`src/rtl/quickq_top.sv`:
```
// QuickQ: sorted-array priority queue. The minimum key is always at e[0];
// one enqueue, dequeue or replace runs per two-cycle accept/apply handshake.
package pq_pkg;
    typedef struct packed {
        logic [15:0] val;
        logic [15:0] key;
    } kv_t;
endpackage

module quickq_top
    import pq_pkg::*;
#(
    parameter int W = 8
) (
    input  logic clk,
    input  logic rst,
    input  logic enq,
    input  logic deq,
    input  logic repl,
    input  kv_t  lt_i,
    input  kv_t  rt_i,
    output kv_t  lt_o,
    output kv_t  rt_o,
    output logic enq_o,
    output logic deq_o,
    output logic repl_o,
    output logic full_t,
    output logic empty_t,
    output logic rdy_t
);
    localparam int CW = $clog2(W + 1);

    typedef enum logic {IDLE, BUSY} state_t;

    state_t         state_reg, state_next;
    kv_t            e_reg [W];
    kv_t            e_next [W];
    kv_t            base [W];
    kv_t            ins [W];
    logic [W-1:0]   le;
    logic [CW-1:0]  count_reg, count_next, base_cnt;
    logic           enq_cmd_reg, deq_cmd_reg, repl_cmd_reg;
    kv_t            lt_reg;
    logic           busy, remove, do_enq, do_deq, do_repl;
    logic           unused_rt;

    assign unused_rt = &{1'b0, rt_i};

    always_ff @(posedge clk or negedge rst) begin
        if (!rst) state_reg <= IDLE;
        else      state_reg <= state_next;
    end

    always_comb begin
        state_next = state_reg;
        rdy_t      = 1'b0;
        case (state_reg)
            IDLE: begin
                rdy_t = 1'b1;
                if (enq || deq || repl) state_next = BUSY;
            end
            BUSY:    state_next = IDLE;
            default: state_next = IDLE;
        endcase
    end

    assign busy    = (state_reg == BUSY);
    assign remove  = repl_cmd_reg | deq_cmd_reg;
    assign do_repl = busy & repl_cmd_reg & (count_reg != '0);
    assign do_deq  = busy & deq_cmd_reg  & (count_reg != '0);
    assign do_enq  = busy & enq_cmd_reg  & (count_reg != CW'(W));
    assign base_cnt = remove ? count_reg - 1'b1 : count_reg;

    // base is the array after an optional head removal; the new entry goes
    // right after the prefix of base entries whose key is <= the new key.
    for (genvar gi = 0; gi < W; gi++) begin : g_entry
        if (gi < W - 1) begin : g_shift
            assign base[gi] = remove ? e_reg[gi+1] : e_reg[gi];
        end else begin : g_last
            assign base[gi] = remove ? '0 : e_reg[gi];
        end

        assign le[gi] = (CW'(gi) < base_cnt) && (base[gi].key <= lt_reg.key);

        if (gi == 0) begin : g_ins0
            assign ins[gi] = le[gi] ? base[gi] : lt_reg;
        end else begin : g_insn
            assign ins[gi] = le[gi]   ? base[gi]   :
                             le[gi-1] ? lt_reg     : base[gi-1];
        end

        assign e_next[gi] = (do_enq | do_repl) ? ins[gi]  :
                            do_deq             ? base[gi] : e_reg[gi];
    end

    always_comb begin
        count_next = count_reg;
        if (do_enq)      count_next = count_reg + 1'b1;
        else if (do_deq) count_next = count_reg - 1'b1;
    end

    always_ff @(posedge clk or negedge rst) begin
        if (!rst) begin
            for (int i = 0; i < W; i++) e_reg[i] <= '0;
            count_reg    <= '0;
            enq_cmd_reg  <= 1'b0;
            deq_cmd_reg  <= 1'b0;
            repl_cmd_reg <= 1'b0;
            lt_reg       <= '0;
            lt_o         <= '0;
            rt_o         <= '0;
            enq_o        <= 1'b0;
            deq_o        <= 1'b0;
            repl_o       <= 1'b0;
            full_t       <= 1'b0;
            empty_t      <= 1'b1;
        end else begin
            if (state_reg == IDLE && (enq || deq || repl)) begin
                repl_cmd_reg <= repl;
                deq_cmd_reg  <= deq & ~repl;
                enq_cmd_reg  <= enq & ~deq & ~repl;
                lt_reg       <= lt_i;
            end
            for (int i = 0; i < W; i++) e_reg[i] <= e_next[i];
            count_reg <= count_next;
            if (do_deq || do_repl) rt_o <= e_reg[0];
            lt_o    <= e_next[0];
            full_t  <= (count_next == CW'(W));
            empty_t <= (count_next == '0);
            enq_o   <= do_enq;
            deq_o   <= do_deq;
            repl_o  <= do_repl;
        end
    end
endmodule

```
`config.mk`:
```
export PLATFORM = sky130hd
export DESIGN_NAME = quickq_top
export DESIGN_NICKNAME = d
export VERILOG_FILES = /design/src/rtl/quickq_top.sv
export SDC_FILE = /design/constraint.sdc
export NUM_CORES = 1
export LEC_CHECK = 0
export CORE_MARGIN = 2
export CORE_UTILIZATION = 32
export CTS_BUF_LIST = sky130_fd_sc_hd__clkbuf_8
export CTS_CLUSTER_SIZE = 8
export DETAILED_ROUTE_END_ITERATION = 12
export SYNTH_ARGS = -nofsm -noshare
export SYNTH_HDL_FRONTEND = slang
export SYNTH_SLANG_ARGS = --single-unit
```
`constraint.sdc`:
```
create_clock -name clk -period 5.3 [get_ports clk]
set_clock_uncertainty 0.15 [all_clocks]
set_input_delay 0.795 -clock clk [delete_from_list [all_inputs] [get_ports clk]]
set_output_delay 0.795 -clock clk [all_outputs]
set_load 0.02 [all_outputs]
```
==> results.py, run 1 <==
metrics = {
    "placement": {
        "hpwl_mm": 42.6,
        "globalplace.congestion": 0.820,
        "portBuffers": 106,
        "place_ws_ns": 0.922,
        "dp_cells": 3492,
        "dpl_cell_area_sq_um": 24300,
    },
    "detailed_routing": {
        "vias_per_cell": 5.14,
        "ant_nets": 0,
        "via_count": 18500,
        "drt_iter0_drc": 1508,
        "drt_wl_total_mm": 61.5,
        "firstDrtPassIters": 5,
        "wl_per_cell_microns": 17.1,
        "drc": 0,
    },
    "die": {
        "die-area_sq_um": 72700,
        "rows": 97,
        "fp.dieW_microns": 270,
        "die_y_microns": 270,
        "start_util": 0.323,
        "core-area_sq_um": 69900,
        "io_pins": 139,
    },
    "timing": {
        "fmax_mhz": 227,
        "fin_crit_sh": 0.832,
        "slew_headroom": 0.320,
        "setup-tns-final_ns": 0,
        "hold_ws_ns": 0.0255,
        "hold_viol_final": 0,
        "worst_pin_slew_ns": 1.02,
        "slew_viol_final": 0,
        "rsz0062_at_grt": "no",
        "worst_slack_ns": 0.892,
        "period_needed_ns": 4.41,
        "finalSetupViolCount": 0,
    },
    "setup_path": {
        "slowest_delay_ns": 0.73,
        "cp_cell_sequence": "or2_4, buf_4, nand2_1, nand2_1, ha_1, nand4_1, or4_1, a21o_1, a31o_2, a21o_2, a21oi_4, o221a_2",
        "crit_path_frequent_cell": "nand2_1",
        "worstPathArrival_ns": 4.84,
        "cp_max_fo": 71,
        "worst-path-buf-inv": 1,
        "cp_top_family": "simple AND/OR/NAND/NOR gates",
        "worstSetupPathType": "reg2reg",
        "crit_path_top_delay_cell": "or2_4",
        "cp-end-kind": "flop",
        "worstPathRequired_ns": 5.73,
        "start_kind": "flop",
    },
    "global_route": {
        "antenna_found_initial": 8,
        "grt.overflow.total": 0,
        "grt_max_degree": 126,
        "grt_pass1_wl_mm": 102,
        "grt_pass1_vias": 18000,
        "grt_util_all_layers": 0.167,
    },
    "clock_tree": {
        "postCtsHoldBufs": 0,
        "cts_buffer_depth": 3,
        "clock-root-buffer": "clkbuf_8",
        "cts_tree": "yes",
        "ctsResizeCount": 0,
        "clk_pin_slew_ns": 0.06,
        "htreeDepth": 2,
        "clock_latency_ns": 0.68,
        "cts_setup_buffers": 0,
        "cts_inserted_buffers": 58,
        "cts.sinks": 333,
    },
    "logic_synthesis": {
        "dominantRegCellSynth": "dfrtp_1",
        "synth-adder-area-share": 0.0720,
        "syn_avg_cell_area_sq_um": 8.57,
        "yosys_warnings": 0,
        "seq_area_frac_synth": 0.369,
        "synthArstFlopShare": 1.00,
        "synth.area.mux_share": 0.128,
        "synth_compound_area_frac": 0.172,
        "ys_ff_latch": 333,
        "yosys.area_share.xor_xnor": 0.00155,
        "synth-simple-area-share": 0.197,
        "synth-edff-count": 0,
        "netlist_area_sq_um": 22600,
        "synthesis.nets": 2835,
        "synth_top_family_by_area": "simple AND/OR/NAND/NOR gates",
        "synthCells": 2636,
        "synth.distinct_cells": 66,
    },
    "finish": {
        "final_util": 0.364,
        "finalNonFillerCells": 3593,
        "nets": 2811,
        "synthToLayoutAreaGrowth_pct": 12.5,
        "largest_reg_flops": 256,
        "drive_gt1_frac": 0.0950,
        "postLayoutCellArea_sq_um": 25400,
    },
    "pwr": {
        "power_mw": 19.0,
        "power_density_nw_per_um2": 746,
        "vdd_ir_drop_max_uv": 366,
        "p_leak_nw": 11.9,
    },
    "min_path": {
        "hold_path.class": "in2async",
    },
    "status": {
        "status": "completed",
    },
    "flow_run": {
        "drv_cap": 0,
    },
}
## cells by family after synthesis
logic type	after synthesis
XOR/XNOR	4
multiplexers	283
AO/OA/AOI/OAI	553
adder cells (fa/ha/maj)	130
buffers and inverters	292
flip-flops	333
AND/OR/NAND/NOR	1041
## Yosys cell counts, drive strengths merged (33+ instances only)
library cell,n,share of area
mux2,53,0.026
a211oi,96,0.035
mux2i,230,0.10
o22ai,64,0.018
nand2,619,0.10
buf,103,0.028
clkbuf,135,0.022
a21oi,90,0.021
and3,63,0.017
inv,54,0.0090
nor2,155,0.026
nor3,79,0.018
a221oi,41,0.019
o21ai,130,0.029
and2,33,0.0091
dfrtp,332,0.37
a221o,35,0.016
ha,130,0.072
## worst paths after layout
check	end	slack, ns	cells after the start	start
hold reg to reg	rt_o[25]$_DFFE_PN0P_	0.35	1	rt_o[25]$_DFFE_PN0P_
hold / removal	lt_reg[9]$_DFFE_PN0P_	0.03	1	rst
min in group clk	rt_o[25]$_DFFE_PN0P_	0.35	1	rt_o[25]$_DFFE_PN0P_
setup / recovery	e_reg[100]$_DFFE_PN0P_	0.89	12	repl_cmd_reg$_DFFE_PN0P_
setup reg to reg	e_reg[100]$_DFFE_PN0P_	0.89	12	repl_cmd_reg$_DFFE_PN0P_
max in group asynchronous	e_reg[79]$_DFFE_PN0P_	3.71	2	rst
## layout make-up
class	instances	area, sq um
fill	7114	44500
multi-input combinational	2011	13000
sequential	333	8330
timing repair buffer	154	1550
tap	940	1180
clock buffer	75	1030
inverter	54	203
clock inverter	25	113
antenna	1	2.50
## report_power, final
part,internal [mW],leakage (nW),switching [mW]
Combinational,4.89,7.24,6.67
Sequential,3.81,4.02,1.22
Clock,1.25,0.654,1.11
Total,9.96,11.9,9.00
## per-layer routing
| metal | up-vias | GRT usage | part of all wire |
|---|---|---|---|
| met3 | 90 | 0.0286 | 0.046 |
| met2 | 350 | 0.260 | 0.44 |
| li1 | 9346 | - | - |
| met4 | 14 | 0.0450 | 0.021 |
| met1 | 8671 | 0.239 | 0.49 |
| met5 | - | 0 | 0.0013 |
## cells in the final DEF, fill, tap and decap left out, types with 25 or more instances in the layout
cell type,count
nand2_1,615
dfrtp_1,332
mux2i_1,230
nor2_1,151
ha_1,130
o21ai_0,126
clkdlybuf4s50_1,105
a21oi_1,85
a211oi_1,84
nor3_1,79
clkbuf_8,75
inv_1,70
o22ai_1,63
and3_1,63
mux2_2,53
buf_4,38
a221o_1,35
and2_1,33
a221oi_1,31
nand3_1,30
nand4_1,29
a21o_1,25
(Power assumes the default switching activity.)
==> run 2, diff against run 1 <==
==> constraint.sdc (replaced) <==
create_clock -name clk -period 3.8 [get_ports clk]
set_clock_uncertainty 0.15 [all_clocks]
set_input_delay 0.57 -clock clk [delete_from_list [all_inputs] [get_ports clk]]
set_output_delay 0.57 -clock clk [all_outputs]
set_load 0.02 [all_outputs]
==> results.py, run 2 (synthesis results as in run 1) <==
metrics = {
    "finish": {
        "nets": 2891,
        "synthToLayoutAreaGrowth_pct": 17.0,
        "largest_reg_flops": 256,
        "drive_gt1_frac": 0.124,
        "final_common_cell": "nand2_1",
        "multi_input_area_sq_um": 13000,
        "fill_cells": 7199,
        "register_area_sq_um": 8340,
        "final_util": 0.378,
        "mostFrequentLayoutCells": "nand2_1, dfrtp_1, mux2i_1",
    },
    "setup_path": {
        "crit_path_frequent_cell": "nand2_1",
        "start_kind": "flop",
        "r2r_slack_ns": 0.23,
        "cp_max_fo": 31,
        "reg2reg_to": "e_reg[252]$_DFFE_PN0P_",
        "cp_cell_sequence": "or2_4, buf_12, nand2_1, nand2_1, ha_1, nand4_1, a2111o_1, a31oi_1, o21a_2, o21ai_2, buf_4, a221o_1",
        "worstPathRequired_ns": 4.20,
        "slowest_delay_ns": 0.45,
        "worstPathArrival_ns": 3.96,
        "r2r-start": "repl_cmd_reg$_DFFE_PN0P_",
        "crit_path_top_delay_cell": "a2111o_1",
        "worstSetupPathType": "reg2reg",
        "ff2ff_path_depth": 12,
        "cp-end-kind": "flop",
    },
    "timing": {
        "rsz0062_at_grt": "no",
        "fmax_mhz": 280,
        "finalSetupViolCount": 0,
        "hold_viol_final": 0,
        "setup-tns-final_ns": 0,
        "slew_headroom": 0.390,
        "hold_ws_ns": 0.147,
        "slew_viol_final": 0,
        "fin_crit_sh": 0.939,
        "worst_pin_slew_ns": 0.916,
        "period_needed_ns": 3.57,
    },
    "pwr": {
        "vdd_ir_drop_max_uv": 537,
        "power_density_nw_per_um2": 1050,
        "p_leak_nw": 12.5,
    },
    "global_route": {
        "grt_max_degree": 112,
        "grt_util_all_layers": 0.171,
        "grt_pass1_vias": 18400,
        "grt_pass1_wl_mm": 103,
        "grt.overflow.total": 0,
        "antenna_found_initial": 6,
    },
    "status": {
        "status": "completed",
    },
    "clock_tree": {
        "cts_inserted_buffers": 58,
        "cts.sinks": 333,
        "cts_tree": "yes",
        "cts_setup_buffers": 0,
        "clock_latency_ns": 0.69,
        "clock-root-buffer": "clkbuf_8",
        "cts_buffer_depth": 3,
        "clk_pin_slew_ns": 0.06,
        "htreeDepth": 2,
    },
    "detailed_routing": {
        "via_count": 18800,
        "vias_per_cell": 5.12,
        "drc": 0,
        "wl_per_cell_microns": 17.1,
        "drt_wl_total_mm": 62.9,
        "drt_iter0_drc": 1387,
        "ant_nets": 0,
        "firstDrtPassIters": 5,
    },
    "flow_run": {
        "drv_cap": 0,
    },
    "placement": {
        "hpwl_mm": 45.0,
        "portBuffers": 106,
        "globalplace.congestion": 0.842,
    },
    "die": {
        "core-area_sq_um": 69900,
        "rows": 97,
        "die_y_microns": 270,
        "io_pins": 139,
        "fp.dieW_microns": 270,
        "die-area_sq_um": 72700,
        "start_util": 0.323,
    },
    "min_path": {
        "hold_path.class": "in2async",
    },
}
[run 2: changes by cell type in the layout (fill, tap and decap cells not counted), moves of 2 or more]
cell,delta
inv_8,+2
inv_1,+3
clkinvlp_4,-2
buf_4,+57
clkbuf_8,+6
buf_12,+21
[run 2: through the flow]
stage / area [sq um] / cells / power [mW] / worst slack, ns
after floorplan: 22600 / 2636 / 19.2 / 0.00283
after global placement: 25100 / 3570 / 23.9 / 0.222
after detailed placement: 25100 / 3570 / 24.2 / 0.170
after CTS: 26400 / 3679 / 27.9 / 0.156
after global routing: 26400 / 3681 / 30.2 / 0.00205
final: 26400 / 3681 / 27.8 / 0.232
[run 2: final cells by class]
class / count / area share
Multi-Input combinational cell: 2011 / 0.493
Sequential cell: 333 / 0.315
Timing Repair Buffer: 234 / 0.0921
Tap cell: 940 / 0.0445
Clock buffer: 81 / 0.0422
Inverter: 54 / 0.00767
Clock inverter: 27 / 0.00478
Antenna cell: 1 / 0.0000947
[run 2: worst max-delay path by stage]
stage                              from                endpoint  slack [ns]  cells past startpoint
2_1_floorplan  repl_cmd_reg$_DFFE_PN0P_  e_reg[129]$_DFFE_PN0P_       0.003                     14
3_3_place_gp   repl_cmd_reg$_DFFE_PN0P_  e_reg[166]$_DFFE_PN0P_        0.22                     14
3_5_place_dp   repl_cmd_reg$_DFFE_PN0P_  e_reg[166]$_DFFE_PN0P_        0.17                     14
4_1_cts        repl_cmd_reg$_DFFE_PN0P_  e_reg[166]$_DFFE_PN0P_        0.16                     14
5_1_grt        repl_cmd_reg$_DFFE_PN0P_   e_reg[33]$_DFFE_PN0P_       0.002                     13
6_report       repl_cmd_reg$_DFFE_PN0P_  e_reg[252]$_DFFE_PN0P_        0.23                     12
[run 2: repair_timing]
| action | in CTS | in global routing |
|---|---|---|
| resized for setup | 0 | 7 |
| hold buffers | 1 | 0 |
| setup endpoints to repair | 0 | 60 |
| hold endpoints to repair | 273 | 0 |
[run 2: power breakdown]
part | switching [mW] | internal [mW]
registers | 1.66 | 5.31
clock network | 1.62 | 1.89
logic | 9.58 | 7.73
total | 12.9 | 14.9
[run 2: critical path, delay by kind of cell, from the launching register on]
kind	cells	cell delay, ns
flip-flops	1	0.44
AND/OR/NAND/NOR	4	0.69
AO/OA/AOI/OAI	5	1.43
buffers and inverters	2	0.39
adder cells (fa/ha/maj)	1	0.31
[run 2: layer usage]
metal	track usage	wire length, microns
met4	0.0425	1340
met5	0	54
met2	0.268	27900
met1	0.245	31000
met3	0.0272	2590
